--- src/rtl/atm_pkg.sv ---
// Shared op-codes and FSM encoding for the ATM ledger controller.
// Pure definitions: no logic, no latency, no flow control.
package atm_pkg;

  localparam logic [1:0] OP_DEPOSIT  = 2'b00;
  localparam logic [1:0] OP_BALANCE  = 2'b01;
  localparam logic [1:0] OP_WITHDRAW = 2'b10;
  localparam logic [1:0] OP_RSVD     = 2'b11;

  typedef enum logic [1:0] {
    ST_IDLE = 2'b00,
    ST_EXEC = 2'b01,
    ST_RESP = 2'b10
  } state_t;

endpackage

--- src/rtl/rr_arbiter.sv ---
// Round-robin pick: first set req bit at or after ptr, wrapping; one-hot result.
// Purely combinational (0 cycles); no backpressure, an empty req gives winner=0.
module rr_arbiter #(
  parameter int N = 4,
  parameter int PW = (N > 1) ? $clog2(N) : 1
) (
  input  logic [N-1:0]  req,
  input  logic [PW-1:0] ptr,
  output logic [N-1:0]  winner
);

  int            idx;
  logic [PW-1:0] sel;
  logic          found;

  always_comb begin
    winner = '0;
    found  = 1'b0;
    idx    = 0;
    sel    = '0;
    for (int off = 0; off < N; off++) begin
      idx = int'(ptr) + off;
      if (idx >= N) idx = idx - N;
      sel = PW'(idx);
      if (!found && req[sel]) begin
        winner[sel] = 1'b1;
        found       = 1'b1;
      end
    end
  end

endmodule

--- src/rtl/atm_ledger_arbiter.sv ---
// Round-robin shared ledger: grant at +0, ledger update at +1, done+flags at +2.
// Requesters hold req until done; only one transaction is in flight at a time.
module atm_ledger_arbiter
  import atm_pkg::*;
#(
  parameter int N_REQ    = 4,
  parameter int W        = 6,
  parameter int INIT_BAL = 0
) (
  input  logic               clk,
  input  logic               rst,
  input  logic [N_REQ-1:0]   req,
  input  logic [2*N_REQ-1:0] op,
  input  logic [W*N_REQ-1:0] amount,
  output logic [N_REQ-1:0]   grant,
  output logic [N_REQ-1:0]   done,
  output logic               success,
  output logic               nobalance,
  output logic               overflow,
  output logic [W-1:0]       balance,
  output logic               busy
);

  localparam int PW = (N_REQ > 1) ? $clog2(N_REQ) : 1;

  state_t           state_q, state_d;
  logic [PW-1:0]    ptr_q;
  logic [N_REQ-1:0] winner_c;
  logic [PW-1:0]    win_idx_c, win_idx_q;
  logic [1:0]       op_c, op_q;
  logic [W-1:0]     amt_c, amt_q;
  logic [W-1:0]     ledger_q;
  logic [W:0]       sum_c, diff_c;
  logic [N_REQ-1:0] grant_q, done_q;
  logic             pend_succ_q, pend_nob_q, pend_ovf_q;
  logic             success_q, nobalance_q, overflow_q;
  logic             capture, execute, respond;

  rr_arbiter #(.N(N_REQ), .PW(PW)) u_arb (
    .req    (req),
    .ptr    (ptr_q),
    .winner (winner_c)
  );

  always_comb begin
    op_c      = '0;
    amt_c     = '0;
    win_idx_c = '0;
    for (int i = 0; i < N_REQ; i++) begin
      if (winner_c[i]) begin
        op_c      = op[2*i +: 2];
        amt_c     = amount[W*i +: W];
        win_idx_c = PW'(i);
      end
    end
  end

  // One extra bit catches both deposit carry-out and withdraw borrow.
  assign sum_c  = {1'b0, ledger_q} + {1'b0, amt_q};
  assign diff_c = {1'b0, ledger_q} - {1'b0, amt_q};

  always_ff @(posedge clk) begin
    if (rst) state_q <= ST_IDLE;
    else     state_q <= state_d;
  end

  always_comb begin
    state_d = state_q;
    case (state_q)
      ST_IDLE: if (|req) state_d = ST_EXEC;
      ST_EXEC: state_d = ST_RESP;
      ST_RESP: state_d = ST_IDLE;
      default: state_d = ST_IDLE;
    endcase
  end

  always_comb begin
    busy    = (state_q != ST_IDLE);
    capture = (state_q == ST_IDLE) && (|req);
    execute = (state_q == ST_EXEC);
    respond = (state_q == ST_RESP);
  end

  always_ff @(posedge clk) begin
    if (rst) begin
      ptr_q       <= '0;
      ledger_q    <= W'(INIT_BAL);
      grant_q     <= '0;
      done_q      <= '0;
      win_idx_q   <= '0;
      op_q        <= OP_DEPOSIT;
      amt_q       <= '0;
      pend_succ_q <= 1'b0;
      pend_nob_q  <= 1'b0;
      pend_ovf_q  <= 1'b0;
      success_q   <= 1'b0;
      nobalance_q <= 1'b0;
      overflow_q  <= 1'b0;
    end else begin
      done_q      <= '0;
      success_q   <= 1'b0;
      nobalance_q <= 1'b0;
      overflow_q  <= 1'b0;

      if (capture) begin
        grant_q   <= winner_c;
        win_idx_q <= win_idx_c;
        op_q      <= op_c;
        amt_q     <= amt_c;
      end

      if (execute) begin
        pend_succ_q <= 1'b0;
        pend_nob_q  <= 1'b0;
        pend_ovf_q  <= 1'b0;
        case (op_q)
          OP_DEPOSIT: begin
            if (sum_c[W]) begin
              pend_ovf_q <= 1'b1;
            end else begin
              ledger_q    <= sum_c[W-1:0];
              pend_succ_q <= 1'b1;
            end
          end
          OP_BALANCE: pend_succ_q <= 1'b1;
          OP_WITHDRAW: begin
            if (diff_c[W]) begin
              pend_nob_q <= 1'b1;
            end else begin
              ledger_q    <= diff_c[W-1:0];
              pend_succ_q <= 1'b1;
            end
          end
          OP_RSVD: ;
          default: ;
        endcase
      end

      // Flags leave together with done; the ledger already holds the result.
      if (respond) begin
        done_q      <= grant_q;
        success_q   <= pend_succ_q;
        nobalance_q <= pend_nob_q;
        overflow_q  <= pend_ovf_q;
        grant_q     <= '0;
        ptr_q       <= (win_idx_q == PW'(N_REQ - 1)) ? '0 : win_idx_q + 1'b1;
      end
    end
  end

  assign grant     = grant_q;
  assign done      = done_q;
  assign success   = success_q;
  assign nobalance = nobalance_q;
  assign overflow  = overflow_q;
  assign balance   = ledger_q;

endmodule

--- config.mk ---
export PLATFORM = sky130hd
export DESIGN_NAME = atm_ledger_arbiter
export DESIGN_NICKNAME = d
export VERILOG_FILES = /design/src/rtl/atm_pkg.sv /design/src/rtl/rr_arbiter.sv /design/src/rtl/atm_ledger_arbiter.sv
export SDC_FILE = /design/constraint.sdc
export NUM_CORES = 1
export LEC_CHECK = 0
export CAP_MARGIN = 25
export CORE_MARGIN = 1.5
export CORE_UTILIZATION = 54
export CTS_CLUSTER_SIZE = 14
export DETAILED_ROUTE_END_ITERATION = 8
export PLACE_DENSITY = 0.9
export SLEW_MARGIN = 40
export SYNTH_ARGS = -nofsm -noshare
export SYNTH_HDL_FRONTEND = slang
export SYNTH_HIERARCHICAL = 1
export SYNTH_SLANG_ARGS = --single-unit
--- constraint.sdc ---
create_clock -name clk -period 4.87 [get_ports clk]
set_input_delay 0.487 -clock clk [delete_from_list [all_inputs] [get_ports clk]]
set_output_delay 0.487 -clock clk [all_outputs]
set_load 0.01 [all_outputs]
==> impl_metrics.json <==
{
  "grt_pass1_vias": 2050,
  "num_rows": 23,
  "groute.layer.met1.usage": 0.320,
  "h-tree-depth": 2,
  "cts_tree": "yes",
  "fin_skew_ps": 4.99,
  "ys_seq_elements": 34,
  "cpPeakStageDelay_ps": 600,
  "cts.path.max_buffers": 2,
  "core_sq_mm": 0.00406,
  "clkSlewWorstSetupHoldPaths_ps": 70,
  "area.growth.synth_to_final_pct": 29.7,
  "wl_microns": 5710,
  "hold_viol_final": 0,
  "fillers": 305,
  "worstPathArrival_ps": 3620,
  "fp.dieW_microns": 68.5,
  "drv_slew": 0,
  "yosysWarnings": 6,
  "wl_per_cell_microns": 15.9,
  "placed_area_sq_mm": 0.00286,
  "ir_drop_v": 0.000160,
  "rsz0062_at_grt": "no",
  "cp-start-kind": "flip-flop",
  "synth-seq-area-share": 0.294,
  "clk_latency_ps": 290,
  "syn_nets": 320,
  "p_leak_nw": 1.17,
  "setup_viol": 0,
  "nNetsFinal": 368,
  "numCtsBuffers": 5,
  "postRouteAntennaNets": 0,
  "hold_path_depth": 2,
  "drc_errors": 0,
  "final_common_cell": "clkdlybuf4s50_1",
  "synth_edf_count": 0,
  "yosysUniqueCellTypes": 57,
  "async_flop_share": 0,
  "r2r_end": "op_q[1]$_SDFFE_PP0P_",
  "netlist_area_sq_mm": 0.00232,
  "dp_cells": 352,
  "start_util": 0.571,
  "hp-class": "flip-flop to flip-flop",
  "critPathSlowestCell": "dfxtp_1",
  "insertedDiodeCount": 0,
  "routabilityCongestion": 0.958,
  "cap_violations": 0,
  "pre_cts_ws_ps": 1400,
  "layout.cells.non_filler": 360,
  "ios": 56,
  "antenna_found_initial": 0,
  "vias": 2202,
  "layout_min_cycle_time_ps": 3420,
  "synth.avg_cell_area_sq_um": 8.87,
  "status": "completed",
  "max_slew.worst_pin.slew_ps": 792,
  "grtUsageMet3": 0.0536,
  "globalRouteMet2Util": 0.448,
  "cpLargestDelayFamily": "compound AO/OA/AOI/OAI gates",
  "cp_num_buf_inv": 1,
  "r2r_start": "ptr_q[0]$_SDFFE_PP0P_",
  "grt_max_degree": 26,
  "pwr_density_cell_mw_per_mm2": 350,
  "drt_first_pass_iters": 4,
  "rrSetupSlack_ps": 1450,
  "drtIter0Drc": 143,
  "syn_inst": 261,
  "endpoint_kind": "flip-flop",
  "die_h_microns": 68.5,
  "hold_start": "pend_nob_q$_SDFFE_PP0N_",
  "finalCritPeriodShare": 0.702,
  "fin_area_sq_mm": 0.00300,
  "grt-ovfl-total": 0,
  "drive_gt1_frac": 0.0903,
  "dpl.hpwl_microns": 4230,
  "r2r_cells": 11,
  "final_cell_mix": "54 x clkdlybuf4s50_1, 34 x dfxtp_1, 27 x nor2_1",
  "port-buffer-count": 55,
  "cts_hold_buf": 0,
  "crit_chain": "inv_1, ha_1, mux4_2, nand2_1, o21ai_0, a221o_1, nor2b_1, a221oi_1, nor3_1, a21oi_1, a211oi_1",
  "busiest_layer": "met2",
  "postCtsSetupRepairBufs": 0,
  "die_area_sq_mm": 0.00469,
  "synth_ff_type": "dfxtp_1",
  "crit_required_ps": 5070,
  "fin_ws_ps": 1450,
  "grt_pass1_wl_microns": 9220,
  "grt.total_usage": 0.264,
  "fin_tns_setup_ps": 0,
  "cts_sinks": 34,
  "critPathMaxFanout": 11,
  "timing.fmax_mhz": 293,
  "via_per_inst": 6.12,
  "slew_headroom": 0.467,
  "post_cts_resized": 0,
  "min_to": "pend_nob_q$_SDFFE_PP0N_",
  "critPathKind": "flip-flop to flip-flop",
  "cts_root_buf": "clkbuf_8"
}
==> worst max path at each step <==
stage,start,end,slack [ps],cells past startpoint
after floorplan,ptr_q[0]$_SDFFE_PP0P_,amt_q[4]$_SDFFE_PP0P_,2120,9
after global placement,req[2],amt_q[0]$_SDFFE_PP0P_,1540,9
after detailed placement,req[1],op_q[1]$_SDFFE_PP0P_,1400,10
after CTS,ptr_q[0]$_SDFFE_PP0P_,amt_q[2]$_SDFFE_PP0P_,1510,11
after global routing,ptr_q[0]$_SDFFE_PP0P_,op_q[1]$_SDFFE_PP0P_,1260,11
final,ptr_q[0]$_SDFFE_PP0P_,op_q[1]$_SDFFE_PP0P_,1450,11
==> through the flow <==
stage | power (W) | hold WS, ps | util
2_1_floorplan | 0.000616 | 427 | -
3_3_place_gp | 0.000709 | 433 | 0.705
3_5_place_dp | 0.000726 | 443 | 0.705
4_1_cts | 0.00105 | 451 | 0.740
5_1_grt | 0.00111 | 486 | 0.740
6_report | 0.00105 | 452 | 0.740
==> synth_stat cells (2+ instances only) <==
cell | number | area (sq um)
nor2_2 | 2 | 12.5
nand3_1 | 2 | 10.0
nand2b_1 | 4 | 25.0
nor3_1 | 10 | 50.1
inv_1 | 15 | 56.3
nor2_1 | 27 | 101
nor2b_1 | 7 | 43.8
xnor2_1 | 2 | 17.5
nand2_1 | 14 | 52.6
dfxtp_1 | 34 | 681
a211oi_1 | 12 | 90.1
a221o_1 | 4 | 40.0
and2_1 | 7 | 43.8
mux4_2 | 3 | 67.6
ha_1 | 19 | 238
a221oi_1 | 8 | 70.1
buf_2 | 3 | 15.0
clkbuf_1 | 9 | 33.8
a22o_1 | 2 | 17.5
mux2i_1 | 5 | 50.1
a21o_1 | 3 | 22.5
o21ai_1 | 3 | 15.0
fa_1 | 2 | 40.0
a211oi_2 | 4 | 50.1
o21ai_0 | 6 | 30.0
a21oi_1 | 22 | 110
or4_1 | 2 | 15.0
==> registers in the layout, summed over array words and instances, names as in the netlist <==
register / count
amt_q: 6
balance: 6
done: 4
grant: 4
op_q: 2
ptr_q: 2
state_q: 2
win_idx_q: 2
nobalance: 1
overflow: 1
pend_nob_q: 1
pend_ovf_q: 1
pend_succ_q: 1
success: 1
==> where the power goes <==
part | switching, W | leakage, nW | total, W | internal [W]
sequential | 0.0000339 | 0.278 | 0.000342 | 0.000308
clock | 0.000105 | 0.0714 | 0.000323 | 0.000218
combinational | 0.000210 | 0.816 | 0.000386 | 0.000176
total | 0.000349 | 1.17 | 0.00105 | 0.000703
==> logic make-up after synthesis <==
group / after synthesis / share of synthesized area
compound gates: 78 / 0.260
xor+xnor: 3 / 0.0113
fa+ha+maj: 21 / 0.120
buf+inv: 30 / 0.0551
flops: 34 / 0.294
mux: 9 / 0.0621
simple gates: 86 / 0.197
==> layer usage <==
metal  wire, microns  share of wire
met1            2370           0.42
met2            2870           0.50
met3             328          0.057
met4             136          0.024
met5               0              0
==> worst register-to-register path: cells and delay by family, from the launching register on <==
kind            cells  cell delay, ps
compound gates      5            1030
simple gates        3             810
flops               1             600
mux                 1             400
fa+ha+maj           1             360
buf+inv             1             140
==> layout make-up <==
| class | instances | area [sq um] | area share |
|---|---|---|---|
| flip-flops and latches | 34 | 681 | 0.227 |
| clock inverters | 2 | 60.1 | 0.0200 |
| well taps | 50 | 62.6 | 0.0208 |
| inverters | 16 | 60.1 | 0.0200 |
| multi-input cells | 197 | 1510 | 0.504 |
| repair buffers | 55 | 546 | 0.182 |
| clock buffers | 6 | 82.6 | 0.0275 |
No activity file was read; power rests on OpenSTA's default activity.
